===== src/rtl/crc_net_pkg.sv =====
// ---------------------------------------------------------------------------
// crc_net_pkg
// Definitions shared by the CRC framed-line transmitter and, later, the
// matching receiver:
//   crc_state_e   : frame sequencer states (IDLE, PRE, LEN, DATA, CRC, STOP)
//   LEN_W         : width of the length field carried on the line
//   *_DEF         : default sync byte, generator polynomial and CRC seed
// ---------------------------------------------------------------------------
package crc_net_pkg;

    typedef enum logic [2:0] {
        IDLE = 3'd0,
        PRE  = 3'd1,
        LEN  = 3'd2,
        DATA = 3'd3,
        CRC  = 3'd4,
        STOP = 3'd5
    } crc_state_e;

    localparam int         LEN_W        = 8;
    localparam logic [7:0] PREAMBLE_DEF = 8'hA5;
    localparam logic [7:0] CRC_POLY_DEF = 8'h07;
    localparam logic [7:0] CRC_INIT_DEF = 8'h00;

endpackage


===== src/rtl/crc_serial.sv =====
// ---------------------------------------------------------------------------
// crc_serial
// Bit-serial MSB-first CRC register (implicit top bit, no reflection, no
// final XOR). Shared between the transmitter and the future receiver.
// Ports:
//   clk, rst_n : clock, asynchronous active-low reset (register -> INIT)
//   init       : reseed the register with INIT
//   en         : absorb din this cycle; when init is also high the bit is
//                absorbed into the fresh seed rather than the old value
//   din        : message bit
//   crc        : registered CRC value
// ---------------------------------------------------------------------------
module crc_serial
    import crc_net_pkg::*;
#(
    parameter int               CRC_W = 8,
    parameter logic [CRC_W-1:0] POLY  = CRC_W'(CRC_POLY_DEF),
    parameter logic [CRC_W-1:0] INIT  = CRC_W'(CRC_INIT_DEF)
) (
    input  logic             clk,
    input  logic             rst_n,
    input  logic             init,
    input  logic             en,
    input  logic             din,
    output logic [CRC_W-1:0] crc
);

    logic [CRC_W-1:0] crc_r;
    logic [CRC_W-1:0] base_s;

    function automatic logic [CRC_W-1:0] crc_step(input logic [CRC_W-1:0] cur,
                                                  input logic             b);
        logic fb;
        fb       = cur[CRC_W-1] ^ b;
        crc_step = (cur << 1) ^ (fb ? POLY : {CRC_W{1'b0}});
    endfunction

    // Select the value the next bit is folded into.
    always_comb begin
        if (init) begin
            base_s = INIT;
        end else begin
            base_s = crc_r;
        end
    end

    // CRC state register.
    always_ff @(posedge clk or negedge rst_n) begin
        if (!rst_n) begin
            crc_r <= INIT;
        end else if (en) begin
            crc_r <= crc_step(base_s, din);
        end else if (init) begin
            crc_r <= INIT;
        end else begin
            crc_r <= crc_r;
        end
    end

    assign crc = crc_r;

endmodule


===== src/rtl/crc_frame_tx.sv =====
// ---------------------------------------------------------------------------
// crc_frame_tx
// Buffers payload bytes, then on start sends one frame on a single line:
// PREAMBLE, length L, L payload bytes, CRC (over length + payload), followed
// by a 2-bit-period high stop interval. Every field goes out MSB first and
// each bit is held CLKS_PER_BIT clocks.
// Ports:
//   clk, rst_n       : clock, asynchronous active-low reset
//   in_valid/in_data : payload byte offer; in_ready accepts (combinational)
//   start            : launch a frame (only honoured in IDLE with data)
//   test_mode        : captured at start; inverts the transmitted CRC LSB
//   tx_line          : registered serial line, idles high
//   busy             : frame in progress
//   done             : one-cycle pulse in the last stop cycle
//   byte_count       : bytes currently buffered
// ---------------------------------------------------------------------------
module crc_frame_tx
    import crc_net_pkg::*;
#(
    parameter int               DATA_W       = 8,
    parameter int               MAX_BYTES    = 16,
    parameter int               CRC_W        = 8,
    parameter logic [CRC_W-1:0] CRC_POLY     = CRC_W'(CRC_POLY_DEF),
    parameter logic [CRC_W-1:0] CRC_INIT     = CRC_W'(CRC_INIT_DEF),
    parameter int               CLKS_PER_BIT = 4,
    parameter logic [7:0]       PREAMBLE     = PREAMBLE_DEF
) (
    input  logic              clk,
    input  logic              rst_n,
    input  logic              in_valid,
    input  logic [DATA_W-1:0] in_data,
    output logic              in_ready,
    input  logic              start,
    input  logic              test_mode,
    output logic              tx_line,
    output logic              busy,
    output logic              done,
    output logic [LEN_W-1:0]  byte_count
);

    localparam logic [2:0] ST_IDLE = IDLE;
    localparam logic [2:0] ST_PRE  = PRE;
    localparam logic [2:0] ST_LEN  = LEN;
    localparam logic [2:0] ST_DATA = DATA;
    localparam logic [2:0] ST_CRC  = CRC;
    localparam logic [2:0] ST_STOP = STOP;

    // The shift register holds the field being sent, left aligned.
    localparam int SR_W  = (CRC_W > 8) ? CRC_W : 8;
    localparam int BIT_W = $clog2(SR_W);
    localparam int IDX_W = (MAX_BYTES > 1) ? $clog2(MAX_BYTES) : 1;
    localparam int CNT_W = $clog2(2 * CLKS_PER_BIT) + 1;

    logic [DATA_W-1:0] mem_r [2**IDX_W];

    logic [2:0]       state_r,      nxt_state_s;
    logic [SR_W-1:0]  sr_r,         nxt_sr_s;
    logic [BIT_W-1:0] bit_cnt_r,    nxt_bit_cnt_s;
    logic [IDX_W-1:0] byte_idx_r,   nxt_byte_idx_s;
    logic [IDX_W-1:0] byte_idx_inc_s;
    logic [CNT_W-1:0] clk_cnt_r;
    logic [LEN_W-1:0] byte_count_r;
    logic [LEN_W-1:0] len_r;
    logic             test_r;
    logic             tx_line_r;
    logic             busy_r;
    logic             done_r;

    logic             wr_s;
    logic             start_ok_s;
    logic             bit_end_s;
    logic             last_bit_s;
    logic             launch_s;
    logic             tx_next_s;
    logic             crc_en_s;
    logic             crc_init_s;
    logic [CRC_W-1:0] crc_s;
    logic [CRC_W-1:0] crc_tx_s;

    function automatic logic [SR_W-1:0] align_byte(input logic [DATA_W-1:0] b);
        align_byte = SR_W'(b) << (SR_W - DATA_W);
    endfunction

    assign in_ready       = (state_r == ST_IDLE) && (byte_count_r < LEN_W'(MAX_BYTES));
    assign wr_s           = in_valid && in_ready;
    assign start_ok_s     = (state_r == ST_IDLE) && start && (byte_count_r != {LEN_W{1'b0}});
    assign bit_end_s      = (clk_cnt_r == CNT_W'(CLKS_PER_BIT - 1));
    assign last_bit_s     = (state_r == ST_CRC) ? (bit_cnt_r == BIT_W'(CRC_W - 1))
                                                : (bit_cnt_r == BIT_W'(7));
    assign byte_idx_inc_s = byte_idx_r + IDX_W'(1);
    assign crc_tx_s       = crc_s ^ CRC_W'(test_r);

    // Frame sequencing: decide the next field/bit at each bit boundary.
    always_comb begin
        nxt_state_s    = state_r;
        nxt_sr_s       = sr_r;
        nxt_bit_cnt_s  = bit_cnt_r;
        nxt_byte_idx_s = byte_idx_r;
        launch_s       = 1'b0;
        case (state_r)
            ST_IDLE: begin
                if (start_ok_s) begin
                    launch_s       = 1'b1;
                    nxt_state_s    = ST_PRE;
                    nxt_sr_s       = align_byte(PREAMBLE);
                    nxt_bit_cnt_s  = {BIT_W{1'b0}};
                    nxt_byte_idx_s = {IDX_W{1'b0}};
                end else begin
                    nxt_state_s = ST_IDLE;
                end
            end
            ST_PRE, ST_LEN, ST_DATA, ST_CRC: begin
                if (bit_end_s) begin
                    launch_s = 1'b1;
                    if (!last_bit_s) begin
                        nxt_sr_s      = sr_r << 1;
                        nxt_bit_cnt_s = bit_cnt_r + BIT_W'(1);
                    end else begin
                        nxt_bit_cnt_s = {BIT_W{1'b0}};
                        if (state_r == ST_PRE) begin
                            nxt_state_s = ST_LEN;
                            nxt_sr_s    = align_byte(len_r);
                        end else if (state_r == ST_LEN) begin
                            nxt_state_s    = ST_DATA;
                            nxt_byte_idx_s = {IDX_W{1'b0}};
                            nxt_sr_s       = align_byte(mem_r[IDX_W'(0)]);
                        end else if (state_r == ST_DATA) begin
                            // Last payload byte: the index wraps and the CRC follows.
                            if (LEN_W'(byte_idx_r) == (len_r - 8'd1)) begin
                                nxt_state_s    = ST_CRC;
                                nxt_byte_idx_s = {IDX_W{1'b0}};
                                nxt_sr_s       = SR_W'(crc_tx_s) << (SR_W - CRC_W);
                            end else begin
                                nxt_byte_idx_s = byte_idx_inc_s;
                                nxt_sr_s       = align_byte(mem_r[byte_idx_inc_s]);
                            end
                        end else begin
                            nxt_state_s = ST_STOP;
                        end
                    end
                end else begin
                    nxt_state_s = state_r;
                end
            end
            ST_STOP: begin
                if (clk_cnt_r == CNT_W'(2 * CLKS_PER_BIT - 1)) begin
                    nxt_state_s = ST_IDLE;
                end else begin
                    nxt_state_s = ST_STOP;
                end
            end
            default: begin
                nxt_state_s = ST_IDLE;
            end
        endcase
    end

    // Line value for the next cycle; high whenever no field is being sent.
    always_comb begin
        if ((nxt_state_s == ST_PRE) || (nxt_state_s == ST_LEN) ||
            (nxt_state_s == ST_DATA) || (nxt_state_s == ST_CRC)) begin
            tx_next_s = nxt_sr_s[SR_W-1];
        end else begin
            tx_next_s = 1'b1;
        end
    end

    // The CRC absorbs each LEN/DATA bit as it is launched; seed on entry to LEN.
    assign crc_en_s   = launch_s && ((nxt_state_s == ST_LEN) || (nxt_state_s == ST_DATA));
    assign crc_init_s = launch_s && (state_r == ST_PRE) && (nxt_state_s == ST_LEN);

    crc_serial #(
        .CRC_W (CRC_W),
        .POLY  (CRC_POLY),
        .INIT  (CRC_INIT)
    ) u_crc (
        .clk   (clk),
        .rst_n (rst_n),
        .init  (crc_init_s),
        .en    (crc_en_s),
        .din   (tx_next_s),
        .crc   (crc_s)
    );

    // Payload storage; emptiness is tracked by byte_count, so no reset.
    always_ff @(posedge clk) begin
        if (wr_s) begin
            mem_r[byte_count_r[IDX_W-1:0]] <= in_data;
        end
    end

    // Sequencer and serialiser registers.
    always_ff @(posedge clk or negedge rst_n) begin
        if (!rst_n) begin
            state_r    <= ST_IDLE;
            sr_r       <= {SR_W{1'b0}};
            bit_cnt_r  <= {BIT_W{1'b0}};
            byte_idx_r <= {IDX_W{1'b0}};
            clk_cnt_r  <= {CNT_W{1'b0}};
            tx_line_r  <= 1'b1;
        end else begin
            state_r    <= nxt_state_s;
            sr_r       <= nxt_sr_s;
            bit_cnt_r  <= nxt_bit_cnt_s;
            byte_idx_r <= nxt_byte_idx_s;
            tx_line_r  <= tx_next_s;
            if (launch_s || (nxt_state_s != state_r)) begin
                clk_cnt_r <= {CNT_W{1'b0}};
            end else if (state_r != ST_IDLE) begin
                clk_cnt_r <= clk_cnt_r + CNT_W'(1);
            end else begin
                clk_cnt_r <= clk_cnt_r;
            end
        end
    end

    // Buffer fill level, frame length/test capture and status outputs.
    always_ff @(posedge clk or negedge rst_n) begin
        if (!rst_n) begin
            byte_count_r <= {LEN_W{1'b0}};
            len_r        <= {LEN_W{1'b0}};
            test_r       <= 1'b0;
            busy_r       <= 1'b0;
            done_r       <= 1'b0;
        end else begin
            if ((state_r == ST_STOP) && (nxt_state_s == ST_IDLE)) begin
                byte_count_r <= {LEN_W{1'b0}};
            end else if (wr_s) begin
                byte_count_r <= byte_count_r + 8'd1;
            end else begin
                byte_count_r <= byte_count_r;
            end
            // A byte written in the start cycle joins the frame.
            if (start_ok_s) begin
                len_r  <= byte_count_r + (wr_s ? 8'd1 : 8'd0);
                test_r <= test_mode;
            end else begin
                len_r  <= len_r;
                test_r <= test_r;
            end
            busy_r <= (nxt_state_s != ST_IDLE);
            done_r <= (state_r == ST_STOP) && (clk_cnt_r == CNT_W'(2 * CLKS_PER_BIT - 2));
        end
    end

    assign tx_line    = tx_line_r;
    assign busy       = busy_r;
    assign done       = done_r;
    assign byte_count = byte_count_r;

endmodule

===== config.mk =====
export PLATFORM = sky130hd
export DESIGN_NAME = crc_frame_tx
export DESIGN_NICKNAME = d
export VERILOG_FILES = /design/src/rtl/crc_net_pkg.sv /design/src/rtl/crc_serial.sv /design/src/rtl/crc_frame_tx.sv
export SDC_FILE = /design/constraint.sdc
export NUM_CORES = 1
export LEC_CHECK = 0
export CORE_UTILIZATION = 40
export CTS_BUF_LIST = sky130_fd_sc_hd__clkbuf_4 sky130_fd_sc_hd__clkbuf_8
export DETAILED_ROUTE_END_ITERATION = 8
export PLACE_DENSITY = 0.6
export SLEW_MARGIN = 10
export SYNTH_ARGS = -nofsm -noshare
export SYNTH_HDL_FRONTEND = slang
export SYNTH_SLANG_ARGS = --single-unit

===== constraint.sdc =====
create_clock -name clk -period 8.8 [get_ports clk]
set_clock_uncertainty 0.1 [all_clocks]
set_input_delay 2.64 -clock clk [delete_from_list [all_inputs] [get_ports clk]]
set_output_delay 2.64 -clock clk [all_outputs]
set_load 0.005 [all_outputs]

==> key figures <==
Finish
  – Area Growth Syn to Fin: 11.0%
  – Core Util, Final: 0.459
  – Antenna cells: 0
  – Fillers: 1731
  – Nets: 591
  – Share of layout cells above drive strength 1: 0.155

Power and ir drop
  – Peak supply drop: 118 uV
  – Flop pwr share: 0.623
  – Comb power frac: 0.013
  – Sw frac: 0.230
  – Clock group share of total power: 0.364
  – Internal Pwr Total: 0.00111 W
  – Pwr dens: 165 nW/um^2
  – P_sw: 0.000332 W
  – Leak Pwr: 3.07 nW
  – Post-layout total power: 0.00144 W

CTS
  – Maximum clock path buffer count: 2
  – Clk_lat worst skew: 460 ps
  – H-tree depth: 4
  – Hold_buf cts: 0
  – Clock root buffer: clkbuf_8
  – CTS tree: built
  – Setup bufs post-CTS: 0
  – Sink Count: 178
  – Clock Pin Slew Worst Setup and Hold Paths: 100 ps
  – Num CTS Buffers: 17
  – Cts repair resizes: 0

Floorplanning
  – Chip height: 142 um
  – Starting Density: 0.414
  – Row count: 50
  – Top Ports: 25
  – Core ar.: 19000 um^2
  – DIE AREA: 20200 um^2
  – Die X: 142 um

STA
  – Worst slew pin tran: 1230 ps
  – Pins Over Slew Limit: 0
  – Setup TNS: 0 ps
  – Peak Freq: 193 MHz
  – RSZ-0062 raised after global routing: no
  – Tcrit/Tclk final: 0.589
  – Slew headroom: 0.171
  – Final hold viol count: 0
  – Setup-failing EPs final: 0
  – Crit path time final: 5180 ps

Synthesis
  – Adder-cell share of the synthesized area: 0.0191
  – Mux contribution to synthesized area: 0.125
  – Main combinational cell family by area after synthesis: multiplexers
  – Post-synth ARST share: 0.281
  – Synthesis-stage register bit count: 178
  – Dominant synthesized flop cell: edfxtp_1
  – Compound-cell area share of the yosys netlist: 0.0717
  – Post-synth EDFFs: 128
  – Leading area contributor after synthesis: edfxtp_1
  – Mapped Area: 7870 um^2
  – Post-Synth Simple-Gate Area: 0.0887
  – XOR/XNOR share of the synthesized area: 0.0277
  – Post-Syn Nets: 567
  – Mean Syn Cell Area: 14.5 um^2
  – Synthesized netlist cell count: 542
  – Sequential-to-total area share from yosys stat: 0.647
  – Synth top area cells: edfxtp_1 (49%), dfrtp_1 (16%), mux4_2 (11%), nand2_1 (2.5%), nor2_1 (2.3%)
  – Count of cell types in the netlist: 56
  – Share of the synthesized area in the top cell type: 0.488
  – Yosys warnings: 0

Routing
  – Final ANT Viol Nets: 0
  – Vias: 4619
  – DRT Pass-1 Iters: 5
  – Wire per inst: 20.4 um
  – Detailed Route WL: 17.1 mm
  – Vias per inst: 5.51
  – Drt initial violations: 384
  – DRC viols: 0

Worst setup path
  – Worst Path Buf+Inv: 1
  – Worst Path Max Fanout: 20
  – Max stage delay cell, worst path: dfrtp_1
  – CP delay by family, top: simple AND/OR/NAND/NOR gates
  – Worst path arrival time: 2440 ps
  – CP peak stage delay: 640 ps
  – Req. time, crit path: 6060 ps
  – CP Class: reg2out
  – Worst setup EP type: output port
  – Cell Chain, Critical Path: nor3_1, and2_1, clkdlybuf4s50_1
  – Startpoint types: flop

Run status
  – Status: complete, no violations

Global routing
  – Initial antenna violation count: 0
  – GR Util All Layers: 0.183
  – First-pass GRT wire length: 27.0 mm
  – Pin count of the biggest net entering global routing: 51
  – Vias in the first global route: 4738
  – Total grt overflow: 0

Job
  – Max capacitance violation total: 0

Placement
  – DP HPWL: 11.7 mm
  – Port bufs: 24
  – GPL Wtd Cong: 0.883

Min path
  – Hold WC Path Type: reg2reg
==> synth_stat cells (all sizes together) (2+ instances only) <==
library cell,count
mux2i,8
a311oi,2
ha,12
nand4,5
and2,2
and3,3
buf,8
inv,18
nor3,15
o2bb2ai,2
a221oi,4
nor2,50
o21ai,29
o41ai,2
a21oi,15
mux4,40
xor2,13
nand2b,2
o221ai,3
nor3b,2
nor2b,5
clkbuf,16
nand2,54
nand3,12
a22o,2
o211ai,4
xnor2,11
edfxtp,128
a31oi,5
dfrtp,49
a211oi,5
==> stage by stage <==
stage	instances	area (um^2)	hold WS, ps	setup WS (ps)
6_report	839	8740	359	3620
2_1_floorplan	542	7870	331	4500
3_5_place_dp	807	8370	349	3610
3_3_place_gp	807	8370	344	3720
4_1_cts	839	8740	361	3570
5_1_grt	839	8740	400	3490
==> power by group through the flow <==
stage	registers (W)	logic (W)	clock network, W
after floorplan	0.000918	0.0000000179	0
final	0.000899	0.0000185	0.000526
after CTS	0.000899	0.0000192	0.000539
after global routing	0.000899	0.0000207	0.000573
after detailed placement	0.000918	0.0000193	0
after global placement	0.000918	0.0000188	0
==> per-layer routing <==
metal  wire, um  track usage
met5          0            0
met4        329       0.0696
met3        766       0.0434
met2       8330        0.291
met1       7670        0.244
==> registers in the layout (all words and copies together), names as in the netlist <==
signal      flops
done            1
len_r           8
test_r          1
bit_cnt_r       3
byte_idx_r      4
sr_r            8
clk_cnt_r       4
tx_line         1
mem_r         128
busy            1
u_crc.crc       8
byte_count      8
state_r         3
==> area by class of cell <==
class                           instances  area [um^2]  area share
Sequential cell                       178         5100       0.583
Clock inverter                         14          123      0.0140
Timing Repair Buffer                   29          273      0.0312
Tap cell                              260          325      0.0372
Multi-Input combinational cell        322         2610       0.299
Inverter                               18         67.6     0.00773
Clock buffer                           18          241      0.0276
==> path summary, 6_finish.rpt <==
| kind | end | cells after the start | start | slack [ps] |
|---|---|---|---|---|
| min reg2reg | done | 1 | clk_cnt_r[3] | 360 |
| max in group asynchronous | byte_idx_r[0] | 2 | rst_n | 5960 |
| max | in_ready | 3 | state_r[0] | 3620 |
| max reg2reg | u_crc.crc[0] | 7 | clk_cnt_r[1] | 4970 |
| min in group asynchronous | byte_count[6] | 2 | rst_n | 2180 |
| min | done | 1 | clk_cnt_r[3] | 360 |
==> cells by family (layout without fill, tap and decap cells) <==
kind of cell             count (synthesis)  in the layout
AO/OA/AOI/OAI                           83             83
flip-flops                             178            178
adder cells (fa/ha/maj)                 12             12
buffers and inverters                   42             79
AND/OR/NAND/NOR                        155            155
multiplexers                            48             48
XOR/XNOR                                24             24
==> cells in the final DEF (no fill, tap or decap), types with 3 or more instances in the layout <==
| master | count |
|---|---|
| nand2_1 | 53 |
| a31oi_1 | 5 |
| dfrtp_1 | 48 |
| mux2i_1 | 8 |
| o21ai_0 | 27 |
| edfxtp_1 | 128 |
| clkbuf_8 | 17 |
| and3_1 | 3 |
| inv_1 | 18 |
| nand4_1 | 5 |
| nor3_1 | 15 |
| mux4_2 | 40 |
| buf_4 | 5 |
| o211ai_1 | 4 |
| ha_1 | 12 |
| o221ai_1 | 3 |
| clkdlybuf4s50_1 | 23 |
| inv_6 | 4 |
| nor2b_1 | 5 |
| a21oi_1 | 15 |
| xnor2_1 | 11 |
| xor2_1 | 12 |
| a221oi_1 | 4 |
| nand3_1 | 11 |
| nor2_1 | 48 |
| a211oi_1 | 5 |
| inv_8 | 3 |
Note: power is estimated with default switching activity, not from simulation.
